$ cat src/rtl/dest_ctrl_pkg.sv
// dest_ctrl_pkg: shared types and default widths for the PIM destination
// address sequencer (dest_seq_ctrl) and its round-robin arbiter.
package dest_ctrl_pkg;

  localparam int DEST_N_DEF     = 10;
  localparam int DEST_LEN_W_DEF = 6;

  // Bit positions inside the one-hot arbiter select vector
  localparam int SEL_PIM = 0;
  localparam int SEL_MOV = 1;

  typedef enum logic [1:0] {
    IDLE = 2'd0,
    RUN  = 2'd1,
    DONE = 2'd2
  } dest_state_t;

  typedef enum logic {
    REQ_PIM = 1'b0,
    REQ_MOV = 1'b1
  } dest_req_t;

endpackage

$ cat src/rtl/dest_rr_arb.sv
// dest_rr_arb: 2-way round-robin arbiter between PIM burst and MOV requests.
// On contention the requester that was not served last wins. Output is a
// one-hot select (bit SEL_PIM / SEL_MOV), all zero when disabled.
module dest_rr_arb
  import dest_ctrl_pkg::*;
(
  input  logic       pim_req_i,
  input  logic       mov_req_i,
  input  dest_req_t  last_i,
  input  logic       en_i,
  output logic [1:0] sel_o
);

  // Combinational round-robin pick
  always_comb begin
    sel_o = 2'b00;
    if (en_i) begin
      if (pim_req_i && (!mov_req_i || (last_i == REQ_MOV))) begin
        sel_o[SEL_PIM] = 1'b1;
      end else if (mov_req_i) begin
        sel_o[SEL_MOV] = 1'b1;
      end
    end
  end

endmodule

$ cat src/rtl/dest_seq_ctrl.sv
// dest_seq_ctrl: sequencer/arbiter for the PIM destination-address register.
// Serves PIM bursts (base load followed by one increment per completed row-op)
// and MOV single loads, drives the load/update strobes with their data, and
// keeps a shadow copy of the destination register.
// Optional build macro DEST_WRAP_CHK_EN enables the sticky wrap_err flag that
// records an increment issued while the register holds its maximum value.
module dest_seq_ctrl
  import dest_ctrl_pkg::*;
#(
  parameter int N     = DEST_N_DEF,
  parameter int LEN_W = DEST_LEN_W_DEF
) (
  input  logic             clk,
  input  logic             rst_n,
  input  logic             pim_req,
  input  logic [N-1:0]     pim_addr,
  input  logic [LEN_W-1:0] pim_len,
  output logic             pim_gnt,
  input  logic             mov_req,
  input  logic [N-1:0]     mov_addr,
  output logic             mov_gnt,
  input  logic             step_en,
  output logic             PIM_load,
  output logic             Mov_load,
  output logic             Update_load,
  output logic [N-1:0]     D_out,
  output logic [N-1:0]     MOV_out,
  output logic [N-1:0]     dest_addr,
  output logic             busy,
  output logic             done,
  output logic             wrap_err
);

  dest_state_t      state_q;
  dest_req_t        last_q;
  logic [LEN_W-1:0] cnt_q;
  logic             pim_gnt_q;
  logic             mov_gnt_q;
  logic             pim_load_q;
  logic             mov_load_q;
  logic             upd_q;
  logic             done_q;
  logic [N-1:0]     d_out_q;
  logic [N-1:0]     mov_out_q;
  logic [N-1:0]     dest_q;
  logic [1:0]       sel;

  // A MOV grant leaves the FSM in IDLE while the requester is still dropping
  // its request, so mask that request for the grant cycle to avoid re-serving it.
  dest_rr_arb u_arb (
    .pim_req_i (pim_req),
    .mov_req_i (mov_req && !mov_gnt_q),
    .last_i    (last_q),
    .en_i      (state_q == IDLE),
    .sel_o     (sel)
  );

  // Control FSM with registered grants, strobes and strobe data
  always_ff @(posedge clk or negedge rst_n) begin
    if (!rst_n) begin
      state_q    <= IDLE;
      last_q     <= REQ_MOV;
      cnt_q      <= '0;
      pim_gnt_q  <= 1'b0;
      mov_gnt_q  <= 1'b0;
      pim_load_q <= 1'b0;
      mov_load_q <= 1'b0;
      upd_q      <= 1'b0;
      done_q     <= 1'b0;
      d_out_q    <= '0;
      mov_out_q  <= '0;
    end else begin
      pim_gnt_q  <= 1'b0;
      mov_gnt_q  <= 1'b0;
      pim_load_q <= 1'b0;
      mov_load_q <= 1'b0;
      upd_q      <= 1'b0;
      done_q     <= 1'b0;
      unique case (state_q)
        IDLE: begin
          if (sel[SEL_PIM]) begin
            pim_gnt_q  <= 1'b1;
            pim_load_q <= (pim_len != '0);
            d_out_q    <= pim_addr;
            cnt_q      <= pim_len - LEN_W'(1);
            last_q     <= REQ_PIM;
            if (pim_len >= LEN_W'(2)) begin
              state_q <= RUN;
            end else begin
              state_q <= DONE;
              done_q  <= 1'b1;
            end
          end else if (sel[SEL_MOV]) begin
            mov_gnt_q  <= 1'b1;
            mov_load_q <= 1'b1;
            mov_out_q  <= mov_addr;
            last_q     <= REQ_MOV;
          end
        end
        RUN: begin
          if (step_en) begin
            upd_q <= 1'b1;
            cnt_q <= cnt_q - LEN_W'(1);
            if (cnt_q == LEN_W'(1)) begin
              state_q <= DONE;
              done_q  <= 1'b1;
            end
          end
        end
        DONE: begin
          state_q <= IDLE;
        end
        default: begin
          state_q <= IDLE;
        end
      endcase
    end
  end

  // Shadow of the destination register, following the strobes one cycle later
  always_ff @(posedge clk or negedge rst_n) begin
    if (!rst_n) begin
      dest_q <= '0;
    end else if (pim_load_q) begin
      dest_q <= d_out_q;
    end else if (mov_load_q) begin
      dest_q <= mov_out_q;
    end else if (upd_q) begin
      dest_q <= dest_q + N'(1);
    end
  end

`ifdef DEST_WRAP_CHK_EN
  logic wrap_q;

  // Sticky wrap flag: set by an increment from all-ones, cleared by the next grant
  always_ff @(posedge clk or negedge rst_n) begin
    if (!rst_n) begin
      wrap_q <= 1'b0;
    end else if (upd_q && (dest_q == '1)) begin
      wrap_q <= 1'b1;
    end else if (sel != 2'b00) begin
      wrap_q <= 1'b0;
    end
  end

  assign wrap_err = wrap_q;
`else
  assign wrap_err = 1'b0;
`endif

  assign pim_gnt     = pim_gnt_q;
  assign mov_gnt     = mov_gnt_q;
  assign PIM_load    = pim_load_q;
  assign Mov_load    = mov_load_q;
  assign Update_load = upd_q;
  assign done        = done_q;
  assign D_out       = d_out_q;
  assign MOV_out     = mov_out_q;
  assign dest_addr   = dest_q;
  assign busy        = (state_q != IDLE);

endmodule

$ cat config.mk
export PLATFORM = sky130hd
export DESIGN_NAME = dest_seq_ctrl
export DESIGN_NICKNAME = d
export VERILOG_FILES = /design/src/rtl/dest_ctrl_pkg.sv /design/src/rtl/dest_rr_arb.sv /design/src/rtl/dest_seq_ctrl.sv
export SDC_FILE = /design/constraint.sdc
export NUM_CORES = 1
export LEC_CHECK = 0
export ABC_AREA = 1
export BUFFER_PORTS_ARGS = -buffer_cell sky130_fd_sc_hd__buf_2
export CAP_MARGIN = 5
export CORE_ASPECT_RATIO = 1.1
export CORE_MARGIN = 3
export CORE_UTILIZATION = 35
export DETAILED_ROUTE_END_ITERATION = 8
export SYNTH_ARGS = -nofsm -noshare
export SYNTH_HDL_FRONTEND = slang
export SYNTH_HIERARCHICAL = 1
export SYNTH_SLANG_ARGS = --single-unit
$ cat constraint.sdc
create_clock -name clk -period 4.3 [get_ports clk]
set_input_delay 0.215 -clock clk [delete_from_list [all_inputs] [get_ports clk]]
set_output_delay 0.215 -clock clk [all_outputs]
set_load 0.005 [all_outputs]
==> results.yml <==
run_status:
  status: "finished clean"
min_path:
  hold_path.class: "in2async"
global_route:
  grt_pass1_vias: 1999
  use_met2: 0.256
  grt_max_degree: 45
  use_met3: 0.0379
  busiest_layer: "met2"
  grt.met1_usage: 0.190
  antenna_found_initial: 0
  grt_pass1_wl_mm: 9.56
  grt-ovfl-total: 0
  grt.total_usage: 0.152
timing:
  fin_skew_ps: 4.25
  min_period_over_period: 0.472
  rsz0062_at_grt: "no"
  worst_slew_pin_slew_ps: 966
  finalSetupViolCount: 0
  hold_viol: 0
  fmax_mhz: 493
  slew_violations: 0
  relSlewSlack: 0.356
  fin_tns_setup_ps: 0
  fin_crit_ps: 2030
worst_setup_path:
  critPathArrivalTime_ps: 2220
  path_class: "reg2reg"
  path_cells: "nor2_1 > nand2_1 > a21oi_1 > nand2_2 > nor2_2 > inv_1 > nand2_1 > nand2_1"
  critPathMaxFanout: 20
  slowest_delay_ps: 590
  required_ps: 4490
  start_kind: "flip-flop"
  end_kind: "flip-flop"
  path_common_cell: "nand2_1"
  worst_path_max_delay_cell: "dfrtp_1"
power:
  power_leakage_nw: 1.57
  power_density_nw_per_um2: 634
  power_frac_clock: 0.139
  combinationalPowerShare: 0.445
  power.switching_mw: 0.776
  peakVddDrop_v: 0.000250
  swShare: 0.425
  power_frac_seq: 0.416
  power.internal_mw: 1.05
cts:
  cts_max_level: 2
  clock_latency_ps: 300
  clkSlewWorstSetupHoldPaths_ps: 80
  holdBufCountCts: 0
  postCtsSetupRepairBufs: 0
  clockBufferDepth: 2
  cts.root.buffer_cell: "clkbuf_8"
  cts_sinks: 44
  numCtsBuffers: 5
  cts_resized: 0
  cts_tree: "yes"
synthesis:
  ys.flop_type: "dfrtp_1"
  ys.warnings.count: 6
  synthTopCellsByArea: "dfrtp_1 (44%), nand2_1 (12%), inv_1 (6.8%), nand3_1 (5.4%), o21ai_0 (4.3%)"
  netlist_area_um2: 2420
  ys_seq_area_frac: 0.455
  synth_commonest_cells: "nand2_1 (80), inv_1 (44), dfrtp_1 (43)"
  synth_top_area_frac: 0.444
  yosys_register_bits: 44
  syn_inst: 308
  syn_avg_cell_area_um2: 7.86
  ys_types: 32
  yosysTopAreaCell: "dfrtp_1"
  synth_edf_count: 0
  ys_async_sr_fraction: 1.00
  synth_fp_nets: 345
  synth.most_common_cell: "nand2_1"
floorplan:
  start_util: 0.365
  rows: 31
  dieArea_um2: 7950
  core_area_um2: 6630
  die_w_um: 85.3
  die_h_um: 93.2
  num_io_pins: 69
place:
  port_buffers: 67
  gp_congestion: 0.837
  hpwl_mm: 4.61
  placed_area_um2: 2800
cells_and_area:
  drive_gt1_frac: 0.261
  design_area_um2: 2880
  fin_nets: 411
  diodes: 0
  area.growth.synth_to_final_pct: 19.0
  final_core_util: 0.434
route:
  wl_per_cell_um: 12.9
  vias: 2168
  first_pass_iters: 4
  vias_per_cell: 4.74
  routed_wl_mm: 5.90
  drtIter0Drc: 138
  ant_nets: 0
  drc: 0
job:
  maxCapViolations: 0
==> final timing paths <==
path,depth (start not counted),endpoint,startpoint,slack (ps)
min,1,MOV_out[7],rst_n,60
min reg2reg,2,last_q,last_q,480
max in group asynchronous,1,PIM_load,rst_n,3640
max reg2reg,8,MOV_out[0],Mov_load,2270
min in group clk,3,MOV_out[1],mov_addr[1],110
max,8,MOV_out[0],Mov_load,2270
==> stage by stage <==
step	power [mW]	hold slack, ps	worst slack (ps)	cells
detailed placement	1.59	423	2310	449
CTS	1.85	107	2280	457
floorplan	1.28	-80.6	2670	308
finish	1.83	64.9	2270	457
global placement	1.58	422	2400	449
global route	2.00	123	1980	457
==> power by group through the flow <==
stage                     Sequential, mW  Clock, mW  Combinational, mW
final                              0.759      0.253              0.814
after global routing               0.787      0.274              0.941
after CTS                          0.759      0.261              0.831
after detailed placement           0.767          0              0.827
after global placement             0.761          0              0.819
after floorplan                    0.744          0              0.535
==> cell usage in the layout (no fill, tap or decap), types with 5 or more instances in the layout <==
cell / netlist / final
inv_2: 6 / 6
clkbuf_8: 0 / 5
inv_1: 44 / 44
nand2_1: 80 / 80
dfrtp_1: 43 / 43
o21ai_0: 21 / 21
nand3_1: 26 / 26
a21oi_1: 12 / 12
ha_1: 6 / 6
nor2_1: 10 / 10
buf_2: 2 / 67
o22ai_1: 6 / 6
o21ai_1: 11 / 11
==> flip-flops by register name (all words and copies together), names as in the netlist, 2 cells and up <==
name / cells
cnt_q: 6
D_out: 10
state_q: 2
MOV_out: 10
dest_addr: 10
==> final cells by class <==
class                           count  area [um2]
Fill cell                         677        3750
Sequential cell                    44        1100
Multi-Input combinational cell    205        1070
Timing Repair Buffer               67         335
Inverter                           51         194
Tap cell                           82         103
Clock buffer                        7        76.3
Clock inverter                      1        5.00
==> routing by layer <==
| layer | part of all wire | vias up |
|---|---|---|
| met2 | 0.49 | 55 |
| met5 | 0 | - |
| li1 | - | 1113 |
| met3 | 0.062 | 7 |
| met4 | 0.016 | 0 |
| met1 | 0.43 | 993 |
==> critical path, delay by kind of cell, from the launching register on <==
kind	cells	cell delay (ps)
AO/OA/AOI/OAI	1	160
buffers and inverters	1	130
flip-flops	1	590
AND/OR/NAND/NOR	6	1050
==> cells by family after synthesis <==
family,Yosys count,share of synthesized area
simple gates,137,0.264
buf+inv,59,0.104
compound gates,57,0.130
fa+ha+maj,6,0.0310
flops,44,0.455
xor+xnor,4,0.0145
other cells,1,0.00155
No activity file was read; power rests on OpenSTA's default activity.
